===== config.mk =====
export PLATFORM = sky130hd
export DESIGN_NAME = seq_index_counter
export DESIGN_NICKNAME = d
export VERILOG_FILES = /design/src/rtl/serial_seq_checker_pkg.sv /design/src/rtl/seq_index_counter.sv
export SDC_FILE = /design/constraint.sdc
export NUM_CORES = 1
export LEC_CHECK = 0
export BUFFER_PORTS_ARGS = -buffer_cell sky130_fd_sc_hd__buf_4
export CORE_AREA = 2 2 39 41
export CTS_BUF_LIST = sky130_fd_sc_hd__clkbuf_8
export CTS_CLUSTER_DIAMETER = 120
export DETAILED_ROUTE_END_ITERATION = 6
export DIE_AREA = 0 0 41 43
export GPL_TIMING_DRIVEN = 1
export PLACE_DENSITY = 0.44
export REMOVE_ABC_BUFFERS = 1
export SETUP_SLACK_MARGIN = 0.2
export SLEW_MARGIN = 20
export SYNTH_ARGS = -nofsm -noshare
export SYNTH_HDL_FRONTEND = slang
export SYNTH_SLANG_ARGS = --single-unit

===== constraint.sdc =====
create_clock -name clk -period 1.49 [get_ports clk]
set_clock_uncertainty 0.2 [all_clocks]
set_input_delay 0.0745 -clock clk [delete_from_list [all_inputs] [get_ports clk]]
set_output_delay 0.0745 -clock clk [all_outputs]
set_load 0.02 [all_outputs]

===== src/rtl/serial_seq_checker_pkg.sv =====
// Shared types and default constants for the serial sequence checker.
// Holds the checker state encoding and the default frame definition.
package serial_seq_checker_pkg;

   typedef enum logic [1:0] {
      ST_HUNT   = 2'd0,
      ST_VERIFY = 2'd1,
      ST_LOCKED = 2'd2
   } state_e;

   localparam int          SEQ_LEN_DEF   = 10;
   localparam logic [15:0] PATTERN_DEF   = 16'h003F;
   localparam int          ALIGN_IDX_DEF = 6;

   // Index expected for the sample that follows the alignment edge.
   function automatic logic [3:0] align_load_idx(input int align_idx, input int seq_len);
      return 4'((align_idx + 1) % seq_len);
   endfunction

endpackage


===== src/rtl/seq_index_counter.sv =====
// Synchronous mod-SEQ_LEN frame index counter with clear, alignment load
// and advance controls (priority in that order) plus a last-index flag.
module seq_index_counter
   import serial_seq_checker_pkg::*;
#(
   parameter int SEQ_LEN   = SEQ_LEN_DEF,
   parameter int ALIGN_IDX = ALIGN_IDX_DEF
) (
   input  logic       clk,
   input  logic       rst_n,
   input  logic       adv,
   input  logic       load,
   input  logic       clr,
   output logic [3:0] idx,
   output logic       last
);

   localparam logic [3:0] LAST_IDX = 4'(SEQ_LEN - 1);
   localparam logic [3:0] LOAD_VAL = align_load_idx(ALIGN_IDX, SEQ_LEN);

   logic [3:0] idx_q;
   logic [3:0] idx_d;

   always_comb begin
      idx_d = idx_q;
      if (clr) begin
         idx_d = 4'd0;
      end else if (load) begin
         idx_d = LOAD_VAL;
      end else if (adv) begin
         idx_d = (idx_q == LAST_IDX) ? 4'd0 : idx_q + 4'd1;
      end
   end

   always_ff @(posedge clk or negedge rst_n) begin
      if (!rst_n) begin
         idx_q <= 4'd0;
      end else begin
         idx_q <= idx_d;
      end
   end

   assign idx  = idx_q;
   assign last = (idx_q == LAST_IDX);

endmodule


# Word level (Yosys, flattened, before mapping)
# Cells that the tools add are included.
[classes]
addsub = 1
n_eq_ne = 1
n_mux = 4
n_reduce_logical = 1
[ops]
columns = ["cell", "count"]
rows = [
  ["two-way mux 4 bit", 4],
  ["adder 4 x 1 -> 4 bit (second input constant)", 1],
  ["== test 4 bit (second input constant)", 1],
  ["nonzero test 3 bit", 1],
]
[totals]
ff_bits = 4
in_bits = 5
out_inout_bits = 5
elab_cells = 8

# Longest topological paths before layout
[logic_depth]
depth_word = 5
depth_mapped = 3
depth_no_buf = 3

# Worst setup path before layout
# No wires, ideal clock.
[synth_path]
path_kind = "reg2reg"
startpoint = "register idx_q[3], in the netlist idx[3]"
endpoint = "register idx_q[1], in the netlist idx[1]"
setup_ns = 0.077
t_arrival_ns = 1.063
required_ns = 1.213
setup_slack_ns = 0.150
path_stages_with_launch = 4
path_buffers = 0
period_less_slack_ns = 1.340
cell_sequence = "dfrtp_1 -> nor2b_1 -> or3_1 -> a21oi_1"
[synth_via]
elab_chain_cells = 5
[synth_lines]
columns = ["element", "line", "rtl"]
rows = [
  ["from (decl)", "seq_index_counter.sv:21", "logic [3:0] idx_q;"],
  ["from (signal assigned)", "seq_index_counter.sv:39", "idx_q <= idx_d;"],
  ["== test 4 bit", "seq_index_counter.sv:31", "idx_d = (idx_q == LAST_IDX) ? 4'd0 : idx_q + 4'd1;"],
  ["two-way mux 4 bit", "seq_index_counter.sv:31", ""],
  ["two-way mux 4 bit", "seq_index_counter.sv:30", "end else if (adv) begin"],
  ["two-way mux 4 bit", "seq_index_counter.sv:28", "end else if (load) begin"],
  ["two-way mux 4 bit", "seq_index_counter.sv:26", "if (clr) begin"],
]
# No other way between the ends. The select of a mux whose other input is x is not followed.
# A chain may end at the register's enable or synchronous reset.

# Final worst setup path
[layout_path]
startpoint = "register idx_q[3], in the netlist idx[3]"
endpoint = "output port last"
[layout_via]
elab_chain_cells = 1
[layout_lines]
columns = ["element", "line", "rtl"]
rows = [
  ["== test 4 bit", "seq_index_counter.sv:44", "assign last = (idx_q == LAST_IDX);"],
  ["to (decl)", "seq_index_counter.sv:15", "output logic last"],
]
# No other way between the ends.

==> metrics.txt <==
share of total power in combinational logic=between 10% and 20%; critical path arrival=1.08 ns; final setup TNS=0 ns; delay-heaviest family, CP=flip-flops; Unique masters post-synth=13; hold path start=adv; vias in the first global route=about 260; Finished Core Util=31.0%; first drt pass iteration count=1; Post-Route WL=between 600 and 700 um; Worst path slowest cell=dfrtp_1; clock latency on the worst-skew pair=about 0.21 ns; Initial Util=about 15%; core area=1380 sq um; sequential area share after synthesis=48.5%; worst-case reg-to-reg path depth=3; cell taking the most area after synthesis=dfrtp_1; worst path bufs/invs=1; period utilization=between 90% and 100%; run status=finished, final reports clean; Peak VDD IR=589 uV; post-synth top area share=48.5%; Cells after DPL=46; area delta synth->final=108%; Crit Path Class=reg2out; f_max=739 MHz; deepest clock path buffer count=2; die area=~1800 sq um; Residual DRC=0; Clock Sinks=4; initial antenna violation count=0; # port buffers=9; final slew viol count=0; YS warnings=0; Final nets=48; first-pass GRT wire length=993 um; critical path capture point type=primary output; Switch Pwr=0.0931 mW; setup ws final=0.137 ns; Worst setup startpoint=idx[3]; Syn Inst Count=21; hold path cells=4; r2r endpoint=idx[1]; Overall Power=approximately 0.42 mW; drt initial violations=0; Clk pwr share=between 50% and 60%; R2R Path Start=idx[3]; largest net degree at the start of global routing=8; H-tree Lvls=1; Synth Cell Area=~210 sq um; dpl ws=0.149 ns; R2R Setup Slk=about 0.16 ns; Critical Path RT=between 1 and 1.5 ns; Site Rows=14; Finished Layout Cells=57; Worst Tran Pin Value=0.217 ns; ANT cells=0; Avg Vias per Cell=4.28; # setup viols final=0; WL/cell=11.7 um; CTS buffer count=3; Hold Path Class=in2reg; layout cells sized above 1=between 40% and 50%; Crit path largest cell delay=0.40 ns; overall global routing resource usage=8.98%; dominant cells by area after synthesis=dfrtp_1 (48%), a21oi_1 (9.7%), nor2b_1 (6.1%); Hold Path End=idx[2]; Clock transition at path regs=0.03 ns; die height=roughly 43 um; Power Density=980 nW/um^2; crit start category=register; DR vias=244; static leakage=0.196 nW; CP Cell Sequence=nor2b_4, and3b_2, buf_6; switching share of power=22.2%; Synth Area per Inst=slightly below 10 sq um; final hold vios=0; unrepaired setup endpoints after global routing=true; CTS Root Cell=clkbuf_8; Pint=0.327 mW; Final Critical Period=1.35 ns; part of the power in registers=between 30% and 40%; Slew HR=85.5%; Largest register FFs=4; post-DP HPWL=445 um; gr ovfl total=0; max_cap viols=0; RD Place Congestion=0.694; FF+latch count, synth=4; Crit Path Max Fanout=4; Top-Level Pins=10; Detail Route Antenna Nets=0; TritonCTS clock tree=yes; die width=41 um
final cells by class:
cell class | count | area [sq um]
sequential | 4 | 101
clock buffer | 3 | 41.3
fill | 144 | 955
tap | 16 | 20.0
multi-input combinational | 16 | 119
inverter | 1 | 3.75
timing repair buffer | 17 | 144
routing by layer:
metal	wire [um]	vias up	global-route usage, %
met4	0	0	6.00
li1	-	115	-
met1	267	118	9.48
met3	71	0	4.71
met2	327	11	13.1
met5	0	-	0
cell families after synthesis:
logic type | after synthesis | synth area share (%)
compound gates | 7 | 18.2
buf+inv | 1 | 1.82
flops | 4 | 48.5
simple gates | 7 | 23.0
xor+xnor | 2 | 8.49
power groups by stage:
stage	sequential (mW)	combinational (mW)	clock, mW
after floorplan	0.134	0.0156	0
after global placement	0.128	0.0511	0
after detailed placement	0.128	0.0521	0
after CTS	0.127	0.0685	0.229
after global routing	0.130	0.0762	0.243
final	0.128	0.0697	0.222
cells in the mapped netlist:
cell	count
o21ai_0	2
a211oi_1	1
xnor2_1	1
inv_1	1
nor2b_1	2
nand2_1	1
and4b_1	1
a21oi_1	4
and3b_2	1
dfrtp_1	4
or3_1	1
nand3_1	1
xor2_1	1
placed cells by master, fill, tap and decap left out, drive strengths merged:
cell type	netlist	layout
a211oi	1	1
a21oi	4	4
and3b	1	1
and4b	1	1
buf	0	12
clkbuf	0	3
dfrtp	4	4
dlygate4sd3	0	5
inv	1	1
nand2	1	1
nand3	1	1
nor2b	2	2
o21ai	2	2
or3	1	1
xnor2	1	1
xor2	1	1
worst reg2reg max path: cells and delay by family, from the launching register on:
family | cells | cell delay (ns)
flops | 1 | 0.40
compound gates | 1 | 0.14
simple gates | 2 | 0.52
what timing repair did:
action,CTS,global route
hold buffers,5,0
resized for setup,4,2
setup endpoints to repair,3,3
pin swaps,0,2
setup buffers,2,1
endpoints found under the hold margin,8,0
worst max path at each step:
stage	slack (ns)	cells past startpoint	end
floorplan	0.15	3	idx[1]
global placement	0.19	3	idx[1]
detailed placement	0.15	3	idx[1]
CTS	0.15	3	last
global route	0.09	3	last
finish	0.14	3	last
per-stage QoR:
step | instance area, sq um | hold slack, ns
after floorplan | 206 | -0.421
after global placement | 294 | -0.330
after detailed placement | 294 | -0.327
after CTS | 415 | 0.101
after global routing | 429 | 0.124
final | 429 | 0.104
Note: power is estimated with default switching activity, not from simulation.
